$ cat src/rtl/eprom_pkg.sv
// Shared encodings for the EPROM program/erase sequencer.
package eprom_pkg;

    typedef enum logic [1:0] {
        OP_READ    = 2'd0,
        OP_PROGRAM = 2'd1,
        OP_ERASE   = 2'd2,
        OP_ILLEGAL = 2'd3
    } op_e;

    typedef enum logic [2:0] {
        S_IDLE,
        S_READ,
        S_PGM_PULSE,
        S_PGM_VERIFY,
        S_ERASE_PULSE,
        S_BLANK_CHK,
        S_RESP
    } state_e;

    // Wide enough for any supported word; sliced to DATA_W at use.
    localparam logic [63:0] ERASED_WORD = '1;

endpackage

$ cat src/rtl/eprom_pulse_timer.sv
// Loadable down-counter; done marks the final cycle of a pulse.
module eprom_pulse_timer #(
    parameter int CNT_W = 4
) (
    input  logic             clk,
    input  logic             rst,
    input  logic             load,
    input  logic [CNT_W-1:0] load_val,
    output logic             done
);

    logic [CNT_W-1:0] cnt;

    always_ff @(posedge clk) begin
        if (rst) begin
            cnt <= '0;
        end else if (load) begin
            cnt <= load_val;
        end else if (cnt != '0) begin
            cnt <= cnt - 1'b1;
        end
    end

    assign done = (cnt == CNT_W'(1));

endmodule

$ cat src/rtl/eprom_prog_ctrl.sv
// Host command sequencer for the EPROM array: timed program/erase
// pulses followed by read-back verify or blank check.
module eprom_prog_ctrl
    import eprom_pkg::*;
#(
    parameter int ADDR_W           = 4,
    parameter int DATA_W           = 16,
    parameter int PGM_PULSE_CYCLES = 4,
    parameter int ERASE_CYCLES     = 8,
    parameter int MAX_RETRY        = 3
) (
    input  logic              clk,
    input  logic              rst,
    input  logic              cmd_valid,
    output logic              cmd_ready,
    input  logic [1:0]        cmd_op,
    input  logic [ADDR_W-1:0] cmd_addr,
    input  logic [DATA_W-1:0] cmd_wdata,
    output logic              rsp_valid,
    input  logic              rsp_ready,
    output logic [DATA_W-1:0] rsp_rdata,
    output logic              rsp_err,
    output logic              busy,
    output logic [ADDR_W-1:0] mem_addr,
    output logic              mem_we,
    output logic [DATA_W-1:0] mem_write_data,
    output logic              mem_erase,
    input  logic [DATA_W-1:0] mem_data
);

    localparam int PULSE_MAX =
        (PGM_PULSE_CYCLES > ERASE_CYCLES) ? PGM_PULSE_CYCLES : ERASE_CYCLES;
    localparam int CNT_W = $clog2(PULSE_MAX + 1);
    localparam int ATT_W = $clog2(MAX_RETRY + 1);
    localparam logic [ADDR_W-1:0] LAST_ADDR = '1;
    localparam logic [DATA_W-1:0] ONES = ERASED_WORD[DATA_W-1:0];

    state_e            state, state_n;
    logic [ATT_W-1:0]  attempts, attempts_n;
    logic [ATT_W-1:0]  attempts_inc;
    logic [ADDR_W-1:0] addr_n;
    logic [DATA_W-1:0] wdata_n;
    logic [DATA_W-1:0] rdata_n;
    logic              err_n;
    logic              accept;
    logic              tmr_load;
    logic [CNT_W-1:0]  tmr_val;
    logic              tmr_done;

    assign accept       = cmd_valid & cmd_ready;
    assign attempts_inc = attempts + 1'b1;

    eprom_pulse_timer #(
        .CNT_W(CNT_W)
    ) u_timer (
        .clk     (clk),
        .rst     (rst),
        .load    (tmr_load),
        .load_val(tmr_val),
        .done    (tmr_done)
    );

    always_comb begin
        state_n    = state;
        attempts_n = attempts;
        addr_n     = mem_addr;
        wdata_n    = mem_write_data;
        rdata_n    = rsp_rdata;
        err_n      = rsp_err;
        tmr_load   = 1'b0;
        tmr_val    = '0;
        unique case (state)
            S_IDLE: begin
                if (accept) begin
                    unique case (op_e'(cmd_op))
                        OP_READ: begin
                            state_n = S_READ;
                            addr_n  = cmd_addr;
                            wdata_n = cmd_wdata;
                        end
                        OP_PROGRAM: begin
                            state_n    = S_PGM_PULSE;
                            addr_n     = cmd_addr;
                            wdata_n    = cmd_wdata;
                            attempts_n = '0;
                            tmr_load   = 1'b1;
                            tmr_val    = CNT_W'(PGM_PULSE_CYCLES);
                        end
                        OP_ERASE: begin
                            state_n  = S_ERASE_PULSE;
                            addr_n   = cmd_addr;
                            wdata_n  = cmd_wdata;
                            tmr_load = 1'b1;
                            tmr_val  = CNT_W'(ERASE_CYCLES);
                        end
                        OP_ILLEGAL: begin
                            // Rejected without touching any EPROM pin.
                            state_n = S_RESP;
                            err_n   = 1'b1;
                            rdata_n = '0;
                        end
                    endcase
                end
            end
            S_READ: begin
                state_n = S_RESP;
                rdata_n = mem_data;
                err_n   = 1'b0;
            end
            S_PGM_PULSE: begin
                if (tmr_done) state_n = S_PGM_VERIFY;
            end
            S_PGM_VERIFY: begin
                if (mem_data == mem_write_data) begin
                    state_n = S_RESP;
                    err_n   = 1'b0;
                    rdata_n = mem_write_data;
                end else begin
                    attempts_n = attempts_inc;
                    if (attempts_inc < ATT_W'(MAX_RETRY)) begin
                        state_n  = S_PGM_PULSE;
                        tmr_load = 1'b1;
                        tmr_val  = CNT_W'(PGM_PULSE_CYCLES);
                    end else begin
                        state_n = S_RESP;
                        err_n   = 1'b1;
                        rdata_n = DATA_W'(mem_addr);
                    end
                end
            end
            S_ERASE_PULSE: begin
                if (tmr_done) begin
                    state_n = S_BLANK_CHK;
                    addr_n  = '0;
                end
            end
            S_BLANK_CHK: begin
                if (mem_data != ONES) begin
                    state_n = S_RESP;
                    err_n   = 1'b1;
                    rdata_n = DATA_W'(mem_addr);
                end else if (mem_addr == LAST_ADDR) begin
                    state_n = S_RESP;
                    err_n   = 1'b0;
                    rdata_n = ONES;
                end else begin
                    addr_n = mem_addr + 1'b1;
                end
            end
            S_RESP: begin
                if (rsp_ready) state_n = S_IDLE;
            end
            default: state_n = S_IDLE;
        endcase
    end

    // Every pin is a register decoded from the next state.
    always_ff @(posedge clk) begin
        if (rst) begin
            state          <= S_IDLE;
            attempts       <= '0;
            mem_addr       <= '0;
            mem_write_data <= '0;
            rsp_rdata      <= '0;
            rsp_err        <= 1'b0;
            cmd_ready      <= 1'b1;
            busy           <= 1'b0;
            rsp_valid      <= 1'b0;
            mem_we         <= 1'b0;
            mem_erase      <= 1'b0;
        end else begin
            state          <= state_n;
            attempts       <= attempts_n;
            mem_addr       <= addr_n;
            mem_write_data <= wdata_n;
            rsp_rdata      <= rdata_n;
            rsp_err        <= err_n;
            cmd_ready      <= (state_n == S_IDLE);
            busy           <= (state_n != S_IDLE);
            rsp_valid      <= (state_n == S_RESP);
            mem_we         <= (state_n == S_PGM_PULSE);
            mem_erase      <= (state_n == S_ERASE_PULSE);
        end
    end

endmodule

$ cat config.mk
export PLATFORM = sky130hd
export DESIGN_NAME = eprom_prog_ctrl
export DESIGN_NICKNAME = d
export VERILOG_FILES = /design/src/rtl/eprom_pkg.sv /design/src/rtl/eprom_pulse_timer.sv /design/src/rtl/eprom_prog_ctrl.sv
export SDC_FILE = /design/constraint.sdc
export NUM_CORES = 1
export LEC_CHECK = 0
export ABC_AREA = 1
export BUFFER_PORTS_ARGS = -buffer_cell sky130_fd_sc_hd__buf_2
export CAP_MARGIN = 20
export CORE_AREA = 3 3 79 81
export CTS_BUF_LIST = sky130_fd_sc_hd__clkbuf_4 sky130_fd_sc_hd__clkbuf_8
export CTS_CLUSTER_DIAMETER = 200
export DETAILED_ROUTE_END_ITERATION = 8
export DIE_AREA = 0 0 82 84
export GPL_ROUTABILITY_DRIVEN = 0
export GPL_TIMING_DRIVEN = 1
export PLACE_DENSITY = 0.86
export SETUP_SLACK_MARGIN = 0.4
export SYNTH_ARGS = -nofsm -noshare
export SYNTH_HDL_FRONTEND = slang
export SYNTH_SLANG_ARGS = --single-unit
$ cat constraint.sdc
create_clock -name clk -period 1.8 [get_ports clk]
set_input_delay 0.27 -clock clk [delete_from_list [all_inputs] [get_ports clk]]
set_output_delay 0.27 -clock clk [all_outputs]
set_load 0.02 [all_outputs]
==> metrics.txt, run 1 <==
sequential power share 30.3%; total power 5.72 mW; nets 628; crit-path cells buf_12, nor2_4, nand2_4, buf_4, nand2_2, nor3_2, o21ai_0, o21bai_2, nand2_1, nand2_1, nand2_1, inv_1; CTS Buffer Depth 2; total gr overflow 0; Final Setup Violations 13; Initial Util 54.0%; clk sinks 51; Clock power frac 14.7%; I/O pins 84; dpl hpwl 5920 um; CP endpoint kind register; max_cap viols 0; switching pwr 2.63 mW; Max VDD drop 0.00107 V; Synth area leader dfxtp_1; worst skew pair latency 0.31 ns; drt initial violations 480; Top delay family on crit path simple AND/OR/NAND/NOR gates; Yosys top cell area share 34.2%; Final Max Tran Viols 0; final core occ 82.4%; Synth area leaders dfxtp_1, nand2_1, a21oi_1, inv_1, o21ai_0; Leak Pwr 2.13 nW; hold buffers post-CTS 0; Bufs and invs on worst path 3; Cells after Synth 451; DRT Pass-1 Iters 7; sequential area share after synthesis 34.2%; TritonCTS clock tree done; status complete, but fails checks; GR Util All Layers 28.5%; startpoint types register; wire per inst 19.5 um; WL final 12700 um; violated checks negative setup slack; mean area per synthesized cell 6.63 um2; sw frac 46.1%; commonest non-fill, non-tap cell in the layout nand2_1; crit path DAT 2.11 ns; total number of H-tree levels 2; Tmin final 1.90 ns; yosys warns 0; setup TNS -0.346 ns; Core Region 5540 um2; FMAX 527 MHz; WS Path Type register to register; DIE WIDTH 82 um; pwr dens 1250 nW/um2; post-route ant nets 0; PortBufs 83; part of the power in combinational logic 55.0%; CP Data Required Time 2.01 ns; area of the die 6890 um2; Syn Std Cell Area 2990 um2; Max-slew headroom 68.7%; P_int 3.08 mW; initial antenna violation count 0; drt drc 0; Top cell by count, worst path nand2_1; largest net degree at the start of global routing 22; dpl ws 0.0322 ns; Hold Crit Class input port to register; diodes inserted 0; Clock Skews 0.00845 ns; CP max stage delay 0.40 ns; Area growth syn-to-layout 52.7%; layout cell share with drive strength beyond 1 51.4%; worst setup margin -0.0967 ns; Vias/cell 6.15; wire length of the first global-routing pass 15500 um; DIE HEIGHT 84 um; crit share post-route 105%; std cell rows 27; unrepaired setup endpoints after global routing true; worst slew pin tran 0.468 ns; vias in the first global route 3314; Num CTS Buffers 5; unique cell type count in the Yosys netlist 32; Slowest-stage cell, CP dfxtp_4; root buffer cell clkbuf_8; final hold violation count 0; worst-path fanout max 5; Hold WS 0.224 ns; Mapped Nets 502; Clock transition at path regs 0.10 ns; Vias 3997; total of fill cells in the finished design 314; commonest non-fill, non-tap cells in the layout nand2_1, buf_2, inv_1; Synth Register Bits 51
[per-layer routing]
layer	wire length [um]	part of all wire, %	track usage (%)
met2	5830	46	46.8
met4	863	6.8	13.0
met3	1490	12	4.86
met1	4520	36	35.6
met5	0	0	0
[synthesized netlist by cell type (all sizes together)]
cell    count
nand2     129
inv        66
a21oi      57
dfxtp      51
nor2       47
o21ai      46
nand3      11
ha          9
nor3        9
buf         7
clkbuf      6
xor2        5
a31oi       2
a22o        1
nand3b      1
nor4        1
o211ai      1
o21bai      1
o31ai       1
[power groups by stage]
stage,clock network [mW],logic (mW),registers [mW]
2_1_floorplan,0,1.24,1.90
3_3_place_gp,0,1.94,1.68
3_5_place_dp,0,1.99,1.69
4_1_cts,0.840,2.31,1.67
5_1_grt,0.889,3.33,1.76
6_report,0.842,3.15,1.73
[state kept, by name (all words and copies together), names as in the netlist]
signal / count
attempts: 2
busy: 1
cmd_ready: 1
mem_addr: 4
mem_erase: 1
mem_we: 1
mem_write_data: 16
rsp_err: 1
rsp_rdata: 16
rsp_valid: 1
state: 3
u_timer.cnt: 4
[cell families after synthesis]
| family | share of synthesized area [%] |
|---|---|
| AND/OR/NAND/NOR | 29.3 |
| AO/OA/AOI/OAI | 20.1 |
| buffers and inverters | 11.3 |
| flip-flops | 34.2 |
| adder cells (fa/ha/maj) | 3.77 |
| XOR/XNOR | 1.46 |
[cell type report]
cell class	instances	area (um2)	share of cell area [%]
inverter	66	280	6.14
timing repair buffer	130	928	20.3
timing repair inverter	1	8.76	0.192
multi-input combinational	322	2050	44.8
tap	72	90.1	1.97
clock buffer	6	82.6	1.81
sequential	51	1090	24.0
clock inverter	2	35.0	0.767
[timing repair]
| item | CTS | global route |
|---|---|---|
| endpoints found under the setup margin | 50 | 51 |
| buffers inserted | 12 | 25 |
| cloned | 1 | 3 |
| pin swaps | 14 | 30 |
| gates resized for setup | 54 | 96 |
[worst min-delay path, cell delays in order]
cell and delay, ns:
buf_2 0.07, o21ai_1 0.06, a21oi_1 0.10
[path summary, 6_finish.rpt]
kind | depth (start not counted) | end | startpoint | slack [ns]
setup / recovery | 12 | busy | state[1] | -0.1
hold / removal | 3 | mem_write_data[0] | cmd_wdata[0] | 0.22
setup reg to reg | 12 | busy | state[1] | -0.1
hold reg to reg | 2 | rsp_rdata[12] | rsp_rdata[12] | 0.48
[per-stage QoR]
step | cell area, um2 | instances
after floorplan | 3070 | 451
after global placement | 3560 | 601
after detailed placement | 3560 | 601
after CTS | 3960 | 622
after global routing | 4570 | 650
final | 4570 | 650
No activity file was read; power rests on OpenSTA's default activity.
==> run 2: changes to the inputs <==
--- a/config.mk
+++ b/config.mk
@@ -8,15 +8,16 @@
 export ABC_AREA = 1
 export BUFFER_PORTS_ARGS = -buffer_cell sky130_fd_sc_hd__buf_2
 export CAP_MARGIN = 20
-export CORE_AREA = 3 3 79 81
+export CORE_AREA = 5 5 99 101
 export CTS_BUF_LIST = sky130_fd_sc_hd__clkbuf_4 sky130_fd_sc_hd__clkbuf_8
 export CTS_CLUSTER_DIAMETER = 200
 export DETAILED_ROUTE_END_ITERATION = 8
-export DIE_AREA = 0 0 82 84
+export DIE_AREA = 0 0 104 106
 export GPL_ROUTABILITY_DRIVEN = 0
 export GPL_TIMING_DRIVEN = 1
-export PLACE_DENSITY = 0.86
+export PLACE_DENSITY = 0.62
 export SETUP_SLACK_MARGIN = 0.4
+export SLEW_MARGIN = 10
 export SYNTH_ARGS = -nofsm -noshare
 export SYNTH_HDL_FRONTEND = slang
 export SYNTH_SLANG_ARGS = --single-unit
==> run 2 against run 1 <==
Against the previous run: the run now ends clean; clock power decreased by 2.7%; clock skew increased by 0.0093 ns; register-to-register slack improved by 0.27 ns; fmax increased by 17%; via count decreased by 17%; sequential power about the same; hold slack got worse by 0.011 ns; core utilization decreased by 33 points; global-route usage decreased by 12 points; wire length decreased by 26%; critical path type unchanged; largest cell class unchanged; largest power group unchanged.
==> metrics.txt, run 2 (synthesis results as in run 1) <==
max_cap viols 0 (unchanged); Slowest-stage cell, CP dfxtp_4 (unchanged); WL final 9450 um (was 12700 um); total of fill cells in the finished design 867 (was 314); post-route ant nets 0 (unchanged); initial antenna violation count 0 (unchanged); layout cell share with drive strength beyond 1 49.6% (was 51.4%); area of the die 11000 um2 (was 6890 um2); PortBufs 83 (unchanged); total power 5.26 mW (was 5.72 mW); worst slew pin tran 0.431 ns (was 0.468 ns); Top cell by count, worst path nand2_1 (unchanged); CP Data Required Time 2.00 ns (was 2.01 ns); Finished Layout Cells 682 (was 650); total gr overflow 0 (unchanged); I/O pins 84 (unchanged); dpl ws 0.0428 ns (was 0.0322 ns); diodes inserted 0 (unchanged); DIE HEIGHT 106 um (was 84 um); Num CTS Buffers 5 (unchanged); Hold Crit Class input port to register (unchanged); Top delay family on crit path simple AND/OR/NAND/NOR gates (unchanged); Core Region 8930 um2 (was 5540 um2); largest net degree at the start of global routing 26 (was 22); Leak Pwr 2.08 nW (was 2.13 nW); Placed Cells 642 (was 601); wire per inst 13.9 um (was 19.5 um); Clock Skews 0.0178 ns (was 0.00845 ns); crit-path cells inv_2, nand2_1, nand2_1, nor2_1, nand2_1, nor2_4, nand2_4, nand3b_4, buf_6, nand2_8, o21ai_4, a21oi_2 (was buf_12, nor2_4, nand2_4, buf_4, nand2_2, nor3_2, o21ai_0, o21bai_2, nand2_1, nand2_1, nand2_1, inv_1); Worst Hold Launch cmd_wdata[10] (was cmd_wdata[0]); std cell rows 35 (was 27); Vias/cell 4.85 (was 6.15); drt drc 0 (unchanged); worst skew pair latency 0.31 ns (about the same); Tmin final 1.62 ns (was 1.90 ns); Worst Hold Path EP mem_write_data[10] (was mem_write_data[0]); final core occ 49.9% (was 82.4%); pwr dens 1180 nW/um2 (was 1250 nW/um2); FMAX 616 MHz (was 527 MHz); Max VDD drop 0.000483 V (was 0.00107 V); hold depth 3 (unchanged); unrepaired setup endpoints after global routing true (unchanged); crit path DAT 1.83 ns (was 2.11 ns); status finished, final reports clean (was complete, but fails checks); CP max stage delay 0.38 ns (was 0.40 ns); crit share post-route 90.2% (was 105%); nets 621 (was 628); wire length of the first global-routing pass 15100 um (was 15500 um); GR Util All Layers 16.3% (was 28.5%); Register-to-Register Setup Slack 0.18 ns (was -0.1 ns); Worst Reg-to-Reg Cells 12 (unchanged); FF/Latch Area 1090 um2 (about the same); worst-path fanout max 4 (was 5); Final Max Tran Viols 0 (unchanged); Bufs and invs on worst path 2 (was 3); startpoint types register (unchanged); Regs by FF count mem_write_data x16, rsp_rdata x16 (unchanged); setup TNS 0 ns (was -0.346 ns); vias in the first global route 3174 (was 3314); Vias 3305 (was 3997); Max-slew headroom 71.3% (was 68.7%); WS Path Type register to register (unchanged); commonest non-fill, non-tap cells in the layout nand2_1, buf_2, inv_1 (unchanged); Reg-to-Reg Start mem_write_data[5] (was state[1]); hold buffers post-CTS 0 (unchanged); clk sinks 51 (unchanged); final hold violation count 0 (unchanged); commonest non-fill, non-tap cell in the layout nand2_1 (unchanged); TritonCTS clock tree done (unchanged); CTS Buffer Depth 2 (unchanged); worst setup margin 0.176 ns (was -0.0967 ns); area of the multi-input gates 1970 um2 (was 2050 um2); Clock transition at path regs 0.11 ns (was 0.10 ns); root buffer cell clkbuf_8 (unchanged); Area growth syn-to-layout 49.1% (was 52.7%); DIE WIDTH 104 um (was 82 um); drt initial violations 116 (was 480); dpl hpwl 6490 um (was 5920 um); Final Setup Violations 0 (was 13); total number of H-tree levels 2 (unchanged); CP endpoint kind register (unchanged); RR Endpoint u_timer.cnt[2] (was busy); Initial Util 33.5% (was 54.0%); DRT Pass-1 Iters 4 (was 7)
## run 2: stage by stage
step | hold WS, ns | instance area, um2
after floorplan | 0.347 | 3070
after global placement | 0.457 | 3640
after detailed placement | 0.453 | 3640
after CTS | 0.206 | 4170
after global routing | 0.226 | 4460
final | 0.212 | 4460
## run 2: what timing repair did
item                                    4_1_cts  5_1_grt
gates cloned                                  3        1
buffers inserted                             22        6
hold endpoints to repair                      0        0
gates resized for setup                      81       59
pin swaps                                    28        9
endpoints found under the setup margin       50       51
## run 2: worst reg2reg max path, delay by kind of cell (launching register included)
family	cells	cell delay [ns]
AO/OA/AOI/OAI	2	0.21
buffers and inverters	2	0.18
flip-flops	1	0.38
AND/OR/NAND/NOR	8	0.73
## run 2: power breakdown
| part | total, mW | internal [mW] | switching (mW) |
|---|---|---|---|
| logic | 2.72 | 1.12 | 1.60 |
| clock network | 0.819 | 0.415 | 0.404 |
| registers | 1.72 | 1.45 | 0.267 |
## run 2: worst max-delay path by stage
| stage | to | cells past startpoint | slack (ns) | startpoint |
|---|---|---|---|---|
| finish | u_timer.cnt[2] | 12 | 0.18 | mem_write_data[5] |
| floorplan | rsp_rdata[10] | 13 | 0.28 | mem_write_data[9] |
| global route | rsp_rdata[1] | 13 | 0.07 | mem_write_data[8] |
| CTS | u_timer.cnt[2] | 12 | 0.22 | mem_write_data[6] |
| detailed placement | rsp_rdata[14] | 12 | 0.04 | mem_data[9] |
| global placement | rsp_rdata[14] | 12 | 0.08 | mem_data[9] |
## run 2: cell type report
class | count | area share (%)
Sequential cell | 51 | 24.6
Tap cell | 111 | 3.12
Multi-Input combinational cell | 321 | 44.2
Inverter | 66 | 6.18
Clock inverter | 3 | 0.983
Timing Repair Buffer | 124 | 19.2
Clock buffer | 5 | 1.54
Timing Repair inverter | 1 | 0.197
## run 2: metal layers
metal / share of wire, % / track usage (%)
met5: 0 / 0
met1: 43 / 20.1
met4: 1.8 / 4.35
met2: 50 / 28.8
met3: 5.5 / 3.28
==> run 3: changes to the inputs <==
--- a/config.mk
+++ b/config.mk
@@ -8,14 +8,14 @@
 export ABC_AREA = 1
 export BUFFER_PORTS_ARGS = -buffer_cell sky130_fd_sc_hd__buf_2
 export CAP_MARGIN = 20
-export CORE_AREA = 5 5 99 101
-export CTS_BUF_LIST = sky130_fd_sc_hd__clkbuf_4 sky130_fd_sc_hd__clkbuf_8
+export CORE_AREA = 5 5 93 95
+export CTS_BUF_LIST = sky130_fd_sc_hd__clkbuf_8 sky130_fd_sc_hd__clkbuf_16
 export CTS_CLUSTER_DIAMETER = 200
 export DETAILED_ROUTE_END_ITERATION = 8
-export DIE_AREA = 0 0 104 106
+export DIE_AREA = 0 0 98 100
 export GPL_ROUTABILITY_DRIVEN = 0
 export GPL_TIMING_DRIVEN = 1
-export PLACE_DENSITY = 0.62
+export PLACE_DENSITY = 0.63
 export SETUP_SLACK_MARGIN = 0.4
 export SLEW_MARGIN = 10
 export SYNTH_ARGS = -nofsm -noshare
==> run 3 against run 2 <==
Against the previous run: setup slack got worse by 0.055 ns; sequential share of layout area about the same; final cell count decreased by 1.3%; final area increased by 0.62%.
==> metrics.txt, run 3 (synthesis results as in run 1) <==
drt drc 0 (unchanged); P_int 2.97 mW (was 2.99 mW); CP startpoint state[0] (was mem_write_data[5]); hold buffers post-CTS 0 (unchanged); worst slew pin tran 0.438 ns (was 0.431 ns); FMAX 596 MHz (was 616 MHz); Vias/cell 4.95 (was 4.85); Clock power frac 14.0% (was 15.6%); DRT Pass-1 Iters 4 (unchanged); Clock Skews 0.0165 ns (was 0.0178 ns); WL final 9850 um (was 9450 um); WS Path Type register to register (unchanged); sequential power share 32.1% (was 32.7%); switching pwr 2.37 mW (was 2.27 mW); worst skew pair latency 0.32 ns (was 0.31 ns); wire per inst 14.6 um (was 13.9 um); initial antenna violation count 0 (unchanged); Reg-to-Reg Start state[0] (was mem_write_data[5]); Slowest-stage cell, CP dfxtp_4 (unchanged); DIE WIDTH 98 um (was 104 um); CTS Buffer Depth 2 (unchanged); worst setup margin 0.121 ns (was 0.176 ns); DP Area 3600 um2 (was 3640 um2); clk sinks 51 (unchanged); hold depth 3 (unchanged); dpl ws 0.0340 ns (was 0.0428 ns); total number of H-tree levels 2 (unchanged); unrepaired setup endpoints after global routing true (unchanged); nets 621 (unchanged); Vias 3332 (was 3305); pwr dens 1190 nW/um2 (was 1180 nW/um2); crit-path cells nor2_4, nand2_4, nor2_4, buf_6, buf_6, nand2_1, nor2_1, a21oi_1, a21oi_1 (was inv_2, nand2_1, nand2_1, nor2_1, nand2_1, nor2_4, nand2_4, nand3b_4, buf_6, nand2_8, o21ai_4, a21oi_2); Max-slew headroom 70.8% (was 71.3%); drt initial violations 161 (was 116); TritonCTS clock tree done (unchanged); DIE HEIGHT 100 um (was 106 um); max_cap viols 0 (unchanged); commonest non-fill, non-tap cell in the layout nand2_1 (unchanged); commonest non-fill, non-tap cells in the layout nand2_1, buf_2, inv_1 (unchanged); crit share post-route 93.3% (was 90.2%); Levels on crit path 9 (was 12); CP endpoint kind register (unchanged); Hold Crit Class input port to register (unchanged); post-route ant nets 0 (unchanged); dpl hpwl 6340 um (was 6490 um); Top delay family on crit path simple AND/OR/NAND/NOR gates (unchanged); Max VDD drop 0.000646 V (was 0.000483 V); Leak Pwr 2.15 nW (was 2.08 nW); I/O pins 84 (unchanged); CP max stage delay 0.39 ns (was 0.38 ns); total gr overflow 0 (unchanged); Bufs and invs on worst path 2 (unchanged); Regs by FF count mem_write_data x16, rsp_rdata x16 (unchanged); crit path DAT 1.91 ns (was 1.83 ns); Initial Util 39.1% (was 33.5%); Worst Hold Launch cmd_wdata[6] (was cmd_wdata[10]); Worst Reg-to-Reg Cells 9 (was 12); CP Data Required Time 2.03 ns (was 2.00 ns); startpoint types register (unchanged); layout cell share with drive strength beyond 1 48.7% (was 49.6%); Register-to-Register Setup Slack 0.12 ns (was 0.18 ns); final std cell area, no fill 4480 um2 (was 4460 um2); part of the power in combinational logic 54.0% (was 51.8%); area of the die 9800 um2 (was 11000 um2); vias in the first global route 3211 (was 3174); diodes inserted 0 (unchanged); PortBufs 83 (unchanged); root buffer cell clkbuf_8 (unchanged); Hold WS 0.204 ns (was 0.212 ns); total power 5.34 mW (was 5.26 mW); status finished, final reports clean (unchanged); Tmin final 1.68 ns (was 1.62 ns); Final Setup Violations 0 (unchanged); final hold violation count 0 (unchanged); largest net degree at the start of global routing 33 (was 26); Core Region 7650 um2 (was 8930 um2); wire length of the first global-routing pass 15000 um (was 15100 um); Final Max Tran Viols 0 (unchanged); final core occ 58.6% (was 49.9%); Num CTS Buffers 5 (unchanged); std cell rows 32 (was 35); Area growth syn-to-layout 50.0% (was 49.1%); GR Util All Layers 18.5% (was 16.3%); Placed Cells 630 (was 642); setup TNS 0 ns (unchanged); Finished Layout Cells 673 (was 682); worst-path fanout max 5 (was 4); Clock transition at path regs 0.10 ns (was 0.11 ns); sw frac 44.4% (was 43.2%)
run 3: what timing repair did:
item | in CTS | in global routing
gates cloned | 3 | 3
setup endpoints to repair | 51 | 51
pin swaps | 12 | 33
resized for setup | 69 | 78
buffers inserted | 20 | 9
run 3: area by class of cell:
class | instances | area (um2)
clock buffer | 6 | 93.8
clock inverter | 2 | 7.51
fill | 695 | 3160
inverter | 66 | 278
multi-input combinational | 322 | 2020
sequential | 51 | 1100
tap | 102 | 128
timing repair buffer | 122 | 833
timing repair inverter | 2 | 23.8
run 3: path summary, 6_finish.rpt:
kind / end
setup reg to reg: u_timer.cnt[2]
setup / recovery: u_timer.cnt[2]
hold reg to reg: attempts[1]
hold / removal: mem_write_data[6]
run 3: worst register-to-register path, stage by stage (launching register included):
cell     delay (ns)
dfxtp_4        0.39
nor2_4         0.19
nand2_4        0.10
nor2_4         0.13
buf_6          0.12
buf_6          0.09
nand2_1        0.17
nor2_1         0.16
a21oi_1        0.05
a21oi_1        0.19
run 3: power by group through the flow:
stage	Combinational (mW)	Sequential, mW	Clock [mW]
final	2.88	1.71	0.745
after global routing	3.13	1.75	0.814
after CTS	2.40	1.69	0.765
after detailed placement	1.96	1.72	0
after global placement	1.92	1.71	0
after floorplan	1.24	1.90	0
run 3: routing by layer:
| layer | part of all wire [%] | wire length (um) | GRT usage (%) |
|---|---|---|---|
| met5 | 0 | 0 | 0 |
| met1 | 42 | 4160 | 23.3 |
| met4 | 1.5 | 148 | 5.43 |
| met2 | 50 | 4920 | 32.3 |
| met3 | 6.3 | 620 | 3.27 |
